<file path="src/rtl/mips_boot_ctrl_if.sv">
// Boot loader bus bundle: program image stream (valid/ready) plus the
// clear/load write ports toward instruction memory, data memory and the
// register bank. The master side is the boot controller.
//
// Handshake: a program word transfers on every rising clk edge where
// prog_valid and prog_ready are both high; prog_data and prog_last are only
// meaningful while prog_valid is high, and prog_ready never depends on
// prog_valid.
interface mips_boot_ctrl_if #(
    parameter int IA = 9,
    parameter int DA = 8
);
    logic          prog_valid;
    logic [31:0]   prog_data;
    logic          prog_last;
    logic          prog_ready;

    logic          imem_we;
    logic [IA-1:0] imem_addr;
    logic [31:0]   imem_wdata;

    logic          dmem_we;
    logic [DA-1:0] dmem_addr;
    logic [31:0]   dmem_wdata;

    logic          rf_we;
    logic [4:0]    rf_addr;
    logic [31:0]   rf_wdata;

    modport master (
        input  prog_valid, prog_data, prog_last,
        output prog_ready,
        output imem_we, imem_addr, imem_wdata,
        output dmem_we, dmem_addr, dmem_wdata,
        output rf_we, rf_addr, rf_wdata
    );

    modport slave (
        output prog_valid, prog_data, prog_last,
        input  prog_ready,
        input  imem_we, imem_addr, imem_wdata,
        input  dmem_we, dmem_addr, dmem_wdata,
        input  rf_we, rf_addr, rf_wdata
    );
endinterface

</file>
<file path="src/rtl/mips_boot_ctrl.sv">
// Boot sequencer for MIPS_core: holds the core in reset, zeroes imem, dmem
// and the register bank, streams a program image into imem, preloads the
// stack pointer and then releases the core.
module mips_boot_ctrl #(
    parameter int          IMEM_DEPTH = 512,
    parameter int          DMEM_DEPTH = 256,
    parameter int          SP_REG     = 31,
    parameter logic [31:0] SP_INIT    = 32'h1001_0000,
    localparam int         IA         = $clog2(IMEM_DEPTH),
    localparam int         DA         = $clog2(DMEM_DEPTH)
) (
    input  logic            clk,
    input  logic            rst,
    input  logic            start,
    mips_boot_ctrl_if.master bus,
    output logic            core_rst,
    output logic            busy,
    output logic            done,
    output logic            err_overflow,
    output logic [IA:0]     load_count,
    output logic [2:0]      state_dbg
);
    typedef enum logic [2:0] {
        S_IDLE    = 3'd0,
        S_CLR     = 3'd1,
        S_LOAD    = 3'd2,
        S_INIT_RF = 3'd3,
        S_RUN     = 3'd4
    } state_t;

    // The clear sweep covers the larger of the two memories; the register
    // bank (32 entries) rides along in the first cycles.
    localparam int            CLR_N    = (IMEM_DEPTH > DMEM_DEPTH) ? IMEM_DEPTH : DMEM_DEPTH;
    localparam int            CW       = $clog2(CLR_N);
    localparam logic [CW-1:0] CLR_LAST = CW'(CLR_N - 1);
    localparam logic [IA:0]   PTR_LAST = (IA + 1)'(IMEM_DEPTH - 1);
    localparam logic [31:0]   IMEM_N   = 32'(IMEM_DEPTH);
    localparam logic [31:0]   DMEM_N   = 32'(DMEM_DEPTH);
    localparam logic [4:0]    SP_ADDR  = 5'(SP_REG);

    state_t        state_q, state_d;
    logic [CW-1:0] clr_cnt_q, clr_cnt_d;
    logic [IA:0]   load_count_q, load_count_d;
    logic          err_q, err_d;
    // Accepted words are written one cycle after the accept.
    logic          wr_pend_q, wr_pend_d;
    logic [IA-1:0] wr_addr_q, wr_addr_d;
    logic [31:0]   wr_data_q, wr_data_d;
    logic [31:0]   clr_idx;

    assign clr_idx = 32'(clr_cnt_q);

    // State and datapath registers; reset aborts any boot in progress.
    always_ff @(posedge clk or negedge rst) begin
        if (!rst) begin
            state_q      <= S_IDLE;
            clr_cnt_q    <= '0;
            load_count_q <= '0;
            err_q        <= 1'b0;
            wr_pend_q    <= 1'b0;
            wr_addr_q    <= '0;
            wr_data_q    <= '0;
        end else begin
            state_q      <= state_d;
            clr_cnt_q    <= clr_cnt_d;
            load_count_q <= load_count_d;
            err_q        <= err_d;
            wr_pend_q    <= wr_pend_d;
            wr_addr_q    <= wr_addr_d;
            wr_data_q    <= wr_data_d;
        end
    end

    // Next-state logic and all write-port outputs.
    always_comb begin
        state_d        = state_q;
        clr_cnt_d      = clr_cnt_q;
        load_count_d   = load_count_q;
        err_d          = err_q;
        wr_pend_d      = 1'b0;
        wr_addr_d      = wr_addr_q;
        wr_data_d      = wr_data_q;

        bus.prog_ready = 1'b0;
        bus.imem_we    = wr_pend_q;
        bus.imem_addr  = wr_pend_q ? wr_addr_q : '0;
        bus.imem_wdata = wr_pend_q ? wr_data_q : '0;
        bus.dmem_we    = 1'b0;
        bus.dmem_addr  = '0;
        bus.dmem_wdata = '0;
        bus.rf_we      = 1'b0;
        bus.rf_addr    = '0;
        bus.rf_wdata   = '0;

        unique case (state_q)
            S_IDLE: begin
                if (start) begin
                    state_d      = S_CLR;
                    clr_cnt_d    = '0;
                    load_count_d = '0;
                    err_d        = 1'b0;
                end
            end
            S_CLR: begin
                if (clr_idx < IMEM_N) begin
                    bus.imem_we   = 1'b1;
                    bus.imem_addr = IA'(clr_cnt_q);
                end
                if (clr_idx < DMEM_N) begin
                    bus.dmem_we   = 1'b1;
                    bus.dmem_addr = DA'(clr_cnt_q);
                end
                if (clr_idx < 32'd32) begin
                    bus.rf_we   = 1'b1;
                    bus.rf_addr = 5'(clr_cnt_q);
                end
                if (clr_cnt_q == CLR_LAST) begin
                    state_d   = S_LOAD;
                    clr_cnt_d = '0;
                end else begin
                    clr_cnt_d = clr_cnt_q + 1'b1;
                end
            end
            S_LOAD: begin
                bus.prog_ready = 1'b1;
                if (bus.prog_valid) begin
                    wr_pend_d    = 1'b1;
                    wr_addr_d    = load_count_q[IA-1:0];
                    wr_data_d    = bus.prog_data;
                    load_count_d = load_count_q + 1'b1;
                    if (bus.prog_last) begin
                        state_d = S_INIT_RF;
                    end else if (load_count_q == PTR_LAST) begin
                        // Image does not fit: keep what was written, drop the rest.
                        err_d   = 1'b1;
                        state_d = S_INIT_RF;
                    end
                end
            end
            S_INIT_RF: begin
                bus.rf_we    = 1'b1;
                bus.rf_addr  = SP_ADDR;
                bus.rf_wdata = SP_INIT;
                state_d      = S_RUN;
            end
            S_RUN: begin
                if (start) begin
                    state_d      = S_CLR;
                    clr_cnt_d    = '0;
                    load_count_d = '0;
                    err_d        = 1'b0;
                end
            end
            default: state_d = S_IDLE;
        endcase
    end

    assign core_rst     = (state_q != S_RUN);
    assign done         = (state_q == S_RUN);
    assign busy         = (state_q == S_CLR) || (state_q == S_LOAD) || (state_q == S_INIT_RF);
    assign err_overflow = err_q;
    assign load_count   = load_count_q;
    assign state_dbg    = state_q;
endmodule

</file>
<file path="src/flat_wrapper.sv">
// flat-port wrapper written by rule: the top's interface ports become plain ports
module mips_boot_ctrl_flat 
#(
    parameter int          IMEM_DEPTH = 512,
    parameter int          DMEM_DEPTH = 256,
    parameter int          SP_REG     = 31,
    parameter logic [31:0] SP_INIT    = 32'h1001_0000,
    localparam int         IA         = $clog2(IMEM_DEPTH),
    localparam int         DA         = $clog2(DMEM_DEPTH)
)
  (clk, rst, start, core_rst, busy, done, err_overflow, load_count, state_dbg, bus_prog_valid, bus_prog_data, bus_prog_last, bus_prog_ready, bus_imem_we, bus_imem_addr, bus_imem_wdata, bus_dmem_we, bus_dmem_addr, bus_dmem_wdata, bus_rf_we, bus_rf_addr, bus_rf_wdata);
  mips_boot_ctrl_if #(.IA(9), .DA(8)) bus_i ();
  input  logic clk;
  input  logic rst;
  input  logic start;
  output logic core_rst;
  output logic busy;
  output logic done;
  output logic err_overflow;
  output logic [IA:0] load_count;
  output logic [2:0] state_dbg;
  input wire logic [$bits(bus_i.prog_valid)-1:0] bus_prog_valid;
  input wire logic [$bits(bus_i.prog_data)-1:0] bus_prog_data;
  input wire logic [$bits(bus_i.prog_last)-1:0] bus_prog_last;
  output wire logic [$bits(bus_i.prog_ready)-1:0] bus_prog_ready;
  output wire logic [$bits(bus_i.imem_we)-1:0] bus_imem_we;
  output wire logic [$bits(bus_i.imem_addr)-1:0] bus_imem_addr;
  output wire logic [$bits(bus_i.imem_wdata)-1:0] bus_imem_wdata;
  output wire logic [$bits(bus_i.dmem_we)-1:0] bus_dmem_we;
  output wire logic [$bits(bus_i.dmem_addr)-1:0] bus_dmem_addr;
  output wire logic [$bits(bus_i.dmem_wdata)-1:0] bus_dmem_wdata;
  output wire logic [$bits(bus_i.rf_we)-1:0] bus_rf_we;
  output wire logic [$bits(bus_i.rf_addr)-1:0] bus_rf_addr;
  output wire logic [$bits(bus_i.rf_wdata)-1:0] bus_rf_wdata;
  assign bus_i.prog_valid = bus_prog_valid;
  assign bus_i.prog_data = bus_prog_data;
  assign bus_i.prog_last = bus_prog_last;
  assign bus_prog_ready = bus_i.prog_ready;
  assign bus_imem_we = bus_i.imem_we;
  assign bus_imem_addr = bus_i.imem_addr;
  assign bus_imem_wdata = bus_i.imem_wdata;
  assign bus_dmem_we = bus_i.dmem_we;
  assign bus_dmem_addr = bus_i.dmem_addr;
  assign bus_dmem_wdata = bus_i.dmem_wdata;
  assign bus_rf_we = bus_i.rf_we;
  assign bus_rf_addr = bus_i.rf_addr;
  assign bus_rf_wdata = bus_i.rf_wdata;
  mips_boot_ctrl #(.IMEM_DEPTH(IMEM_DEPTH), .DMEM_DEPTH(DMEM_DEPTH), .SP_REG(SP_REG), .SP_INIT(SP_INIT)) u_core (.clk(clk), .rst(rst), .start(start), .bus(bus_i), .core_rst(core_rst), .busy(busy), .done(done), .err_overflow(err_overflow), .load_count(load_count), .state_dbg(state_dbg));
endmodule
</file>
<file path="config.mk">
export PLATFORM = sky130hd
export DESIGN_NAME = mips_boot_ctrl_flat
export DESIGN_NICKNAME = d
export VERILOG_FILES = /design/src/rtl/mips_boot_ctrl_if.sv /design/src/rtl/mips_boot_ctrl.sv /design/src/flat_wrapper.sv
export SDC_FILE = /design/constraint.sdc
export NUM_CORES = 1
export LEC_CHECK = 0
export ABC_CLOCK_PERIOD_IN_PS = 4000
export BUFFER_PORTS_ARGS = -buffer_cell sky130_fd_sc_hd__buf_4
export CORE_AREA = 2 2 108 110
export CTS_CLUSTER_SIZE = 20
export DETAILED_ROUTE_END_ITERATION = 10
export DIE_AREA = 0 0 110 112
export MAX_ROUTING_LAYER = met4
export PLACE_DENSITY_LB_ADDON = 0.3
export SETUP_SLACK_MARGIN = 0.4
export SLEW_MARGIN = 20
export SYNTH_ARGS = -nofsm -noshare
export SYNTH_HDL_FRONTEND = slang
export SYNTH_SLANG_ARGS = --single-unit
export TNS_END_PERCENT = 5
</file>
<file path="constraint.sdc">
create_clock -name clk -period 4 [get_ports clk]
set_input_delay 0.8 -clock clk [delete_from_list [all_inputs] [get_ports clk]]
set_output_delay 0.8 -clock clk [all_outputs]
set_load 0.02 [all_outputs]
</file>
==> results_dict.tcl <==
set metrics [dict create \
    cts_tree "yes" \
    grt_overflow 0 \
    nets 605 \
    arrival_ns 2.07 \
    timing.fmax_mhz 349 \
    place_inst 697 \
    gr-usage-all-layers 0.155 \
    crit_chain "nand2b_4, nor2_1, buf_4, nand2_1, o21ai_0, buf_4" \
    syn_avg_cell_area_um2 8.30 \
    ff2ff_path_depth 5 \
    grt_first_pass_wirelength_mm 14.5 \
    syn_area_mm2 0.00383 \
    fp.dieW_um 110 \
    wl_per_cell_um 12.8 \
    finalSetupViolCount 0 \
    start_util 0.343 \
    antenna_found_initial 0 \
    design_area_mm2 0.00488 \
    r2r_end "u_core.load_count[5]" \
    hp-class "reg2reg" \
    nFillCells 1152 \
    wl_mm 9.15 \
    hold_violations 0 \
    path_class "reg2out" \
    place_area_mm2 0.00451 \
    ant_nets 0 \
    synth_top_area_frac 0.424 \
    first_global_vias 2946 \
    drv_slew 0 \
    routed_via_density 4.41 \
    firstDrtPassIters 6 \
    critical_path_buf_inv_count 2 \
    p_leak_nw 2.65 \
    vdd_drop_max_mv 0.307 \
    io_buffers 113 \
    regArea_mm2 0.00163 \
    numCtsBuffers 9 \
    yosys-top-cells-area "dfrtp_1 (42%), nand2_1 (15%), buf_4 (12%)" \
    dieArea_mm2 0.0123 \
    hold_buffers 0 \
    post-route-period-util 0.717 \
    power.density_mw_per_mm2 474 \
    clockRootBuffer "clkbuf_16" \
    status "completed" \
    drt_iter0_markers 150 \
    startpoint "u_core.state_dbg[0]" \
    setup_slack_ns 1.13 \
    yosysWarnings 0 \
    finalPower_w 0.00231 \
    crit_fanout 14 \
    timing.rr.start "u_core.state_dbg[1]" \
    clkTransAtPathRegs_ns 0.05 \
    ios 176 \
    cap_viol_max_count 0 \
    startpoint_type "register" \
    multiInputGateArea_mm2 0.00181 \
    areaGrowthSynthToFinish_pct 27.3 \
    cp_top_family "flip-flops" \
    cts_htree_levels 3 \
    required_ns 3.20 \
    drc 0 \
    rows 39 \
    worstMarginPinSlew_ns 0.835 \
    core_mm2 0.0112 \
    n_antenna_cell 0 \
    skew_ns 0.00625 \
    async_reset_ff_frac 1.00 \
    vias 3144 \
    hold_depth 2 \
    post-place-ws_ns 1.33 \
    crit_top_cell "buf_4" \
    drive_gt1_frac 0.251 \
    clock_latency_ns 0.32 \
    cts_setup_buffers 0 \
    fin_setup_tns_ns 0 \
    yosysSeqAreaShare 0.424 \
    fin_cells 713 \
    clkSinkCount 65 \
    whs_endpoint "u_core.wr_data_q[29]" \
    grt_max_degree 66 \
    layout_min_cycle_time_ns 2.87 \
    slew_headroom 0.443 \
    synth_edf_count 0 \
    postSynthCellCount 462 \
    fp.dieH_um 112 \
    rsz0062_at_grt "false" \
    synth-seq-cells 65 \
    cts_resized 0 \
    ys.flop_type "dfrtp_1" \
    rrSetupSlack_ns 1.40 \
    ys_types 45 \
    hpwl_mm 6.52 \
    slowest_delay_ns 0.61 \
    cp-end-kind "output pin" \
    critPathSlowestCell "dfrtp_1" \
    gp_congestion 0.832 \
    clk_path_buf_depth 2 \
    worstHoldStart "u_core.wr_data_q[29]" \
    yosysTopAreaCell "dfrtp_1" \
]
-- synthesized netlist by cell type (3+ instances only) --
cell	number
nand2_1	151
dfrtp_1	65
buf_4	63
and2_1	40
nor2_1	30
o21ai_0	14
buf_2	12
xnor2_1	9
inv_1	7
a21oi_1	6
clkbuf_1	6
nand3_1	6
buf_6	4
nand4_1	4
ha_1	3
nor3_1	3
xor2_1	3
-- layout make-up --
cell class,count,area share
Clock buffer,9,0.0462
Clock inverter,7,0.0292
Inverter,8,0.00615
Multi-Input combinational cell,365,0.370
Sequential cell,65,0.333
Tap cell,143,0.0367
Timing Repair Buffer,116,0.178
-- registers in the layout, indices dropped and copies added, names as in the netlist --
register and count:
u_core.wr_data_q 32, u_core.load_count 10, u_core.clr_cnt_q 9, u_core.wr_addr_q 9, u_core.state_dbg 3, u_core.err_overflow 1
u_core.wr_pend_q 1
-- worst register-to-register path, delay by kind of cell, from the launching register on --
kind                   cells  cell delay [ns]
flip-flops                 1             0.85
buffers and inverters      1             0.73
XOR/XNOR                   1             0.17
AND/OR/NAND/NOR            3             0.71
-- through the flow --
step | hold slack (ns) | utilization
floorplan | 0.437 | -
global placement | 0.450 | 0.404
detailed placement | 0.455 | 0.404
CTS | 0.471 | 0.437
global route | 0.484 | 0.437
finish | 0.465 | 0.437
-- how the worst max path moves through the flow --
| stage | endpoint | slack, ns | cells past startpoint |
|---|---|---|---|
| floorplan | bus_rf_wdata[28] | 1.50 | 3 |
| global placement | u_core.load_count[5] | 1.42 | 6 |
| detailed placement | u_core.load_count[5] | 1.33 | 5 |
| CTS | bus_imem_addr[5] | 1.13 | 6 |
| global route | bus_imem_addr[6] | 0.98 | 4 |
| finish | bus_imem_addr[5] | 1.13 | 6 |
-- metal layers --
layer,up-vias,track usage,wire length (um)
met1,1482,0.203,3980
met2,115,0.243,4610
met3,4,0.0328,518
met4,0,0.0405,44
met5,-,-,0
li1,1543,-,-
-- logic make-up (layout without fill, tap and decap cells) --
group           Yosys count  count (layout)  synth area share
compound gates           32              32            0.0555
xor+xnor                 12              12            0.0274
fa+ha+maj                 3               3           0.00979
buf+inv                  93             140             0.164
flops                    65              65             0.424
mux                       2               2           0.00522
other cells               1              62          0.000978
simple gates            254             254             0.312
-- where the power goes --
part	internal (W)	switching (W)
registers	0.000689	0.0000824
clock network	0.000673	0.000288
logic	0.000236	0.000343
total	0.00160	0.000714
-- cells in the final DEF, fill, tap and decap left out, types with 3 or more instances in the layout --
cell       instances
a21oi_1            6
and2_1            40
buf_4            116
bufinv_16          4
clkbuf_16          9
conb_1            62
dfrtp_1           65
ha_1               3
inv_1              7
nand2_1          151
nand3_1            6
nand4_1            4
nor2_1            30
nor3_1             3
o21ai_0           14
xnor2_1            9
xor2_1             3
(Power assumes the default switching activity.)
